`src/rtl/exc_pkg.sv`:
```
// rtl/exc_pkg.sv - shared ExcCode constants, handler address and stage record type
package exc_pkg;

  // Cause.ExcCode values used by the stage checkers
  localparam logic [4:0] EXC_INT  = 5'd0;
  localparam logic [4:0] EXC_ADEL = 5'd4;
  localparam logic [4:0] EXC_ADES = 5'd5;
  localparam logic [4:0] EXC_RI   = 5'd10;
  localparam logic [4:0] EXC_OV   = 5'd12;

  // Default exception/interrupt entry PC
  localparam logic [31:0] HANDLER_ADDR_DEFAULT = 32'h0000_4180;

  // Exception state carried next to each pipeline register
  typedef struct packed {
    logic        v;      // stage holds a real instruction
    logic [31:0] pc;     // instruction PC
    logic        bd;     // instruction sits in a branch delay slot
    logic        xv;     // an exception has been recorded for it
    logic [4:0]  xcode;  // ExcCode of the oldest recorded exception
  } excRecT;

  localparam excRecT REC_BUBBLE = '0;

endpackage

```
`src/rtl/exc_stage_reg.sv`:
```
// rtl/exc_stage_reg.sv - one pipeline stage's exception record with merge, hold and bubble
module exc_stage_reg
  import exc_pkg::*;
(
  input  logic       clk,
  input  logic       reset,
  input  excRecT     recIn,
  input  logic       excGet,
  input  logic [4:0] excCode,
  input  logic       mergeEn,
  input  logic       hold,
  input  logic       bubble,
  output excRecT     recOut
);

  excRecT rec;

  // Fold this stage's checker result in unless an older exception is already recorded
  always_comb begin
    recOut = rec;
    if (mergeEn && rec.v && !rec.xv && excGet) begin
      recOut.xv    = 1'b1;
      recOut.xcode = excCode;
    end
  end

  // Bubble beats hold; a held record keeps its merged exception so it is not lost
  always_ff @(posedge clk) begin
    if (reset) begin
      rec <= REC_BUBBLE;
    end else if (bubble) begin
      rec <= REC_BUBBLE;
    end else if (hold) begin
      rec <= recOut;
    end else begin
      rec <= recIn;
    end
  end

endmodule

```
`src/rtl/exc_pipe_ctrl.sv`:
```
// rtl/exc_pipe_ctrl.sv - exception/interrupt/eret sequencer for the five-stage pipeline
module exc_pipe_ctrl
  import exc_pkg::*;
#(
  parameter logic [31:0] HANDLER_ADDR = HANDLER_ADDR_DEFAULT
) (
  input  logic        clk,
  input  logic        reset,
  input  logic        stall,
  input  logic [31:0] f_pc,
  input  logic        f_bd,
  input  logic        f_exc_get,
  input  logic [4:0]  f_exc_code,
  input  logic        d_exc_get,
  input  logic [4:0]  d_exc_code,
  input  logic        e_exc_get,
  input  logic [4:0]  e_exc_code,
  input  logic        m_exc_get,
  input  logic [4:0]  m_exc_code,
  input  logic        m_eret,
  input  logic        int_req,
  input  logic [31:0] epc_in,
  output logic        exc_take,
  output logic [4:0]  exc_code,
  output logic        exc_bd,
  output logic [31:0] exc_epc,
  output logic        eret_take,
  output logic        pc_redirect,
  output logic [31:0] pc_target,
  output logic        flush,
  output logic        m_bubble
);

  localparam logic [0:0] ST_RUN    = 1'b0;
  localparam logic [0:0] ST_SQUASH = 1'b1;

  logic [0:0] state;
  logic [0:0] stateNext;
  logic       inRun;
  logic       commitEn;
  logic       takeNow;
  logic       eretNow;
  logic       flushNow;
  excRecT     fRec;
  excRecT     dRec;
  excRecT     eRec;
  excRecT     mRec;

  assign inRun    = (state == ST_RUN);
  assign commitEn = inRun && !reset;

  // F record is built straight from the fetch inputs; checkers are ignored while squashing
  always_comb begin
    fRec    = REC_BUBBLE;
    fRec.v  = 1'b1;
    fRec.pc = f_pc;
    fRec.bd = f_bd;
    if (inRun && f_exc_get) begin
      fRec.xv    = 1'b1;
      fRec.xcode = f_exc_code;
    end
  end

  exc_stage_reg uStageD (
    .clk     (clk),
    .reset   (reset),
    .recIn   (fRec),
    .excGet  (d_exc_get),
    .excCode (d_exc_code),
    .mergeEn (inRun),
    .hold    (stall),
    .bubble  (flushNow),
    .recOut  (dRec)
  );

  exc_stage_reg uStageE (
    .clk     (clk),
    .reset   (reset),
    .recIn   (dRec),
    .excGet  (e_exc_get),
    .excCode (e_exc_code),
    .mergeEn (inRun),
    .hold    (1'b0),
    .bubble  (flushNow | stall),
    .recOut  (eRec)
  );

  exc_stage_reg uStageM (
    .clk     (clk),
    .reset   (reset),
    .recIn   (eRec),
    .excGet  (m_exc_get),
    .excCode (m_exc_code),
    .mergeEn (inRun),
    .hold    (1'b0),
    .bubble  (flushNow),
    .recOut  (mRec)
  );

  // Commit decision at M: interrupt, then recorded exception, then eret
  always_comb begin
    takeNow     = 1'b0;
    eretNow     = 1'b0;
    exc_code    = 5'd0;
    exc_bd      = 1'b0;
    exc_epc     = 32'd0;
    pc_target   = 32'd0;
    if (commitEn && mRec.v) begin
      if (int_req) begin
        takeNow  = 1'b1;
        exc_code = EXC_INT;
      end else if (mRec.xv) begin
        takeNow  = 1'b1;
        exc_code = mRec.xcode;
      end else if (m_eret) begin
        eretNow  = 1'b1;
      end
    end
    if (takeNow) begin
      exc_bd    = mRec.bd;
      exc_epc   = mRec.bd ? (mRec.pc - 32'd4) : mRec.pc;
      pc_target = HANDLER_ADDR;
    end else if (eretNow) begin
      pc_target = epc_in;
    end
  end

  assign flushNow    = takeNow | eretNow;
  assign exc_take    = takeNow;
  assign eret_take   = eretNow;
  assign pc_redirect = flushNow;
  assign flush       = flushNow;
  assign m_bubble    = reset | ~mRec.v;

  // Any redirect spends one cycle in SQUASH, which always falls back to RUN
  always_comb begin
    stateNext = flushNow ? ST_SQUASH : ST_RUN;
  end

  // State register
  always_ff @(posedge clk) begin
    if (reset) begin
      state <= ST_RUN;
    end else begin
      state <= stateNext;
    end
  end

endmodule

```
`config.mk`:
```
export PLATFORM = sky130hd
export DESIGN_NAME = exc_pipe_ctrl
export DESIGN_NICKNAME = d
export VERILOG_FILES = /design/src/rtl/exc_pkg.sv /design/src/rtl/exc_stage_reg.sv /design/src/rtl/exc_pipe_ctrl.sv
export SDC_FILE = /design/constraint.sdc
export NUM_CORES = 1
export LEC_CHECK = 0
export ABC_AREA = 1
export CORE_ASPECT_RATIO = 0.5
export CORE_UTILIZATION = 25
export DETAILED_ROUTE_END_ITERATION = 16
export SYNTH_ARGS = -nofsm -noshare
export SYNTH_HDL_FRONTEND = slang
export SYNTH_SLANG_ARGS = --single-unit
```
`constraint.sdc`:
```
create_clock -name clk -period 2.17 [get_ports clk]
set_input_delay 0.434 -clock clk [delete_from_list [all_inputs] [get_ports clk]]
set_output_delay 0.434 -clock clk [all_outputs]
set_load 0.01 [all_outputs]
```
==> flow_results.xml <==
<?xml version="1.0" encoding="UTF-8"?>
<metrics>
  <group name="setup_path">
    <metric name="max_stage_delay" unit="ps">330</metric>
    <metric name="cp_max_fo" unit="">5</metric>
    <metric name="startpoint_type" unit="">flip-flop</metric>
    <metric name="worstSetupPathType" unit="">reg -&gt; out</metric>
    <metric name="worstPathCellList" unit="">inv_2 -&gt; ha_4 -&gt; nand2_4 -&gt; inv_4 -&gt; nand2_4 -&gt; nor2_4 -&gt; nand2_2 -&gt; nor2_1 -&gt; buf_4 -&gt; nand3_1 -&gt; nand2_1 -&gt; nor2_1 -&gt; buf_2</metric>
    <metric name="timing.critical_path.required" unit="ps">1740</metric>
    <metric name="critPathTopFamily" unit="">simple AND/OR/NAND/NOR gates</metric>
    <metric name="setup.worst_path.end_class" unit="">output pin</metric>
    <metric name="critPathBufInv" unit="">4</metric>
    <metric name="cp_slowest_cell" unit="">dfxtp_2</metric>
    <metric name="critPathArrivalTime" unit="ps">1890</metric>
  </group>
  <group name="grt">
    <metric name="grt_start_max_net_pins" unit="">41</metric>
    <metric name="wire_length_of_the_first_global_routing_pass" unit="um">25600</metric>
    <metric name="grt_antenna_before_repair" unit="">0</metric>
    <metric name="first_global_vias" unit="">5308</metric>
    <metric name="congestion_overflow_gr" unit="">0</metric>
    <metric name="grt.total_usage" unit="%">14.5</metric>
  </group>
  <group name="floorplanning">
    <metric name="core-area" unit="sq um">20700</metric>
    <metric name="floorplan.io_pins" unit="">169</metric>
    <metric name="core.rowCount" unit="">37</metric>
    <metric name="initial_utilization" unit="%">25.8</metric>
    <metric name="design.die.area" unit="sq um">22000</metric>
    <metric name="chipHeight" unit="um">105</metric>
    <metric name="die_width" unit="um">209</metric>
  </group>
  <group name="power_and_ir_drop">
    <metric name="p_per_area" unit="nW/um^2">595</metric>
    <metric name="total_leakage_power" unit="nW">3.97</metric>
    <metric name="ir_worst_vdd" unit="mV">0.590</metric>
  </group>
  <group name="timing">
    <metric name="final.hold.worst_slack" unit="ps">397</metric>
    <metric name="worst-slew-pin-transition" unit="ps">444</metric>
    <metric name="clock.fmax" unit="MHz">430</metric>
    <metric name="slew_headroom" unit="%">70.4</metric>
    <metric name="fin_crit_sh" unit="%">107</metric>
    <metric name="fin_worst_skew" unit="ps">7.69</metric>
    <metric name="hold_viol" unit="">0</metric>
    <metric name="final_max_slew_viol_count" unit="">0</metric>
    <metric name="post-route-min-period" unit="ps">2330</metric>
    <metric name="timing.final.setup_violations" unit="">62</metric>
    <metric name="final.setup.worst_slack" unit="ps">-155</metric>
    <metric name="grt_setup_unrepaired" unit="">yes</metric>
  </group>
  <group name="clock_network">
    <metric name="cts.reportedPaths.clkPinSlew" unit="ps">60</metric>
    <metric name="number_of_clock_buffers_inserted_by_tritoncts" unit="">17</metric>
    <metric name="cts_max_level" unit="">4</metric>
    <metric name="clock_latency" unit="ps">410</metric>
    <metric name="cts_num_sinks" unit="">121</metric>
    <metric name="cts_buffer_depth" unit="">2</metric>
    <metric name="cts_hold_repair.buffers" unit="">0</metric>
    <metric name="buffer_type_at_the_clock_tree_root" unit="">clkbuf_16</metric>
    <metric name="cts_tree" unit="">done</metric>
  </group>
  <group name="synth">
    <metric name="post_synth_num_cell_types" unit="">34</metric>
    <metric name="mappedNetlistArea" unit="sq um">5340</metric>
    <metric name="syn_avg_cell_area" unit="sq um">6.97</metric>
    <metric name="number_of_warnings_issued_by_yosys" unit="">0</metric>
    <metric name="netlist.area_leader.share" unit="%">45.4</metric>
    <metric name="most_used_flip_flop_cell_after_synthesis" unit="">dfxtp_1</metric>
    <metric name="synth_top_cell_by_area" unit="">dfxtp_1</metric>
    <metric name="net_count_after_synthesis" unit="">861</metric>
    <metric name="synth_enable_flop_cells" unit="">0</metric>
    <metric name="yosys_register_bits" unit="">121</metric>
    <metric name="postSynth.asyncResetShare" unit="%">0</metric>
    <metric name="post_synth_inst_count" unit="">766</metric>
    <metric name="synth_seq_area_share" unit="%">45.4</metric>
    <metric name="synth_top_cells_by_area" unit="">dfxtp_1, nor2_1, nand2_1</metric>
  </group>
  <group name="finish">
    <metric name="final_layout_size_suffix_gt1_share" unit="%">35.9</metric>
    <metric name="layout.nets" unit="">1129</metric>
    <metric name="fill_cell_count" unit="">2031</metric>
    <metric name="stdcell_area" unit="sq um">9290</metric>
    <metric name="area_growth_syn_to_layout" unit="%">74.0</metric>
    <metric name="antenna_cells" unit="">0</metric>
    <metric name="final_core_util" unit="%">44.8</metric>
  </group>
  <group name="min_path">
    <metric name="worst_hold_path_type" unit="">reg -&gt; reg</metric>
  </group>
  <group name="placement">
    <metric name="placement.cell_area" unit="sq um">7810</metric>
    <metric name="final_weighted_congestion_in_routability_driven_placement" unit="">0.841</metric>
    <metric name="preCtsSetupSlack" unit="ps">-683</metric>
    <metric name="dp.final_hpwl" unit="um">11600</metric>
    <metric name="placement.io_buffers" unit="">168</metric>
  </group>
  <group name="route">
    <metric name="first_iter_violations" unit="">258</metric>
    <metric name="vias" unit="">5446</metric>
    <metric name="ant_nets" unit="">0</metric>
    <metric name="drc" unit="">0</metric>
    <metric name="via_per_inst" unit="">4.13</metric>
    <metric name="finalWirelength" unit="um">16500</metric>
    <metric name="firstDrtPassIters" unit="">6</metric>
    <metric name="wl_per_cell" unit="um">12.5</metric>
  </group>
  <group name="run">
    <metric name="drv_cap" unit="">0</metric>
  </group>
  <group name="status">
    <metric name="status" unit="">finished, violations left</metric>
    <metric name="violated_checks" unit="">setup timing</metric>
  </group>
</metrics>
registers in the layout, indices dropped and copies added, names as in the netlist:
register,cells
uStageD.rec,6
uStageD.recOut,34
uStageE.recOut,34
uStageE.rec,6
uStageM.rec,6
uStageM.recOut,34
state,1
routing by layer:
metal / up-vias / global-route usage, % / wire (um)
met4: 0 / 5.04 / 240
met1: 2537 / 18.5 / 7740
li1: 2822 / - / -
met5: - / 0 / 0
met3: 18 / 2.44 / 328
met2: 69 / 24.8 / 8210
report_power, final:
part	switching (mW)	internal [mW]
Clock	1.03	1.57
Combinational	0.288	0.314
Sequential	0.0355	2.29
repair_timing:
action,4_1_cts,5_1_grt
buffers inserted,17,14
cloned,3,1
pin swaps,27,43
endpoints found under the setup margin,74,72
resized for setup,380,159
cell families (layout without fill, tap and decap cells):
family	after synthesis	in the layout	synth area share, %
AO/OA/AOI/OAI	70	70	6.65
adder cells (fa/ha/maj)	1	1	0.234
buffers and inverters	166	446	13.6
XOR/XNOR	3	3	0.492
AND/OR/NAND/NOR	405	405	33.7
flip-flops	121	121	45.4
worst reg2reg max path, delay by kind of cell, from the launching register on:
| family | cells | cell delay [ps] |
|---|---|---|
| buf+inv | 5 | 670 |
| compound gates | 1 | 150 |
| simple gates | 4 | 450 |
| flops | 1 | 350 |
area by class of cell:
type                    instances  area, sq um  share of cell area, %
multi-input cells             479         2810                   30.2
inverters                     137          547                   5.88
repair buffers                278         2610                   28.0
clock buffers                  17          425                   4.58
well taps                     273          342                   3.68
clock inverters                14          126                   1.36
flip-flops and latches        121         2440                   26.3
through the flow:
| step | cells | total power, mW | setup TNS [ps] |
|---|---|---|---|
| floorplan | 766 | 2.61 | 0 |
| global placement | 1256 | 2.89 | -38890 |
| detailed placement | 1256 | 2.90 | -42430 |
| CTS | 1307 | 5.53 | -4990 |
| global route | 1319 | 5.76 | -10060 |
| finish | 1319 | 5.53 | -3930 |
synthesized netlist by cell type, types with 2 or more instances:
| master | instances |
|---|---|
| nor2_2 | 6 |
| nor2_1 | 166 |
| o21ai_0 | 3 |
| nand3_1 | 23 |
| inv_1 | 133 |
| nand4_4 | 2 |
| buf_6 | 7 |
| inv_2 | 2 |
| a21oi_1 | 65 |
| nand2_2 | 3 |
| or2_2 | 11 |
| o21bai_1 | 2 |
| nand2_1 | 163 |
| nor2_4 | 12 |
| nor3_1 | 8 |
| buf_2 | 10 |
| clkbuf_1 | 9 |
| nor3b_1 | 2 |
| xor2_1 | 2 |
| nand3b_1 | 2 |
| nand4_1 | 2 |
| dfxtp_1 | 121 |
worst paths after layout:
check	from	to	slack, ps	cells past startpoint
hold / removal	uStageE.recOut[18]$_SDFF_PP0_	uStageM.recOut[18]$_SDFF_PP0_	400	2
setup reg to reg	uStageM.rec[5]$_SDFF_PP0_	uStageD.rec[3]$_SDFF_PP0_	470	10
setup / recovery	uStageM.recOut[10]$_SDFF_PP0_	exc_epc[28]	-160	13
hold reg to reg	uStageE.recOut[18]$_SDFF_PP0_	uStageM.recOut[18]$_SDFF_PP0_	400	2
cells in the final DEF, fill, tap and decap left out, types with 3 or more instances in the layout:
| cell | Yosys | final |
|---|---|---|
| a21oi_1 | 65 | 47 |
| a21oi_2 | 0 | 14 |
| a21oi_4 | 0 | 4 |
| buf_12 | 1 | 9 |
| buf_16 | 0 | 3 |
| buf_2 | 10 | 41 |
| buf_4 | 1 | 72 |
| buf_6 | 7 | 54 |
| clkbuf_16 | 0 | 18 |
| clkbuf_2 | 0 | 3 |
| clkdlybuf4s50_1 | 0 | 92 |
| clkinv_2 | 0 | 3 |
| clkinv_4 | 1 | 3 |
| clkinvlp_4 | 0 | 5 |
| dfxtp_1 | 121 | 111 |
| dfxtp_2 | 0 | 8 |
| inv_1 | 133 | 125 |
| inv_2 | 2 | 6 |
| inv_4 | 0 | 3 |
| nand2_1 | 163 | 144 |
| nand2_2 | 3 | 14 |
| nand2_4 | 1 | 7 |
| nand3_1 | 23 | 17 |
| nand3_2 | 1 | 4 |
| nand3_4 | 1 | 4 |
| nor2_1 | 166 | 119 |
| nor2_2 | 6 | 21 |
| nor2_4 | 12 | 44 |
| nor3_2 | 0 | 5 |
| or2_2 | 11 | 10 |
(Power assumes the default switching activity.)
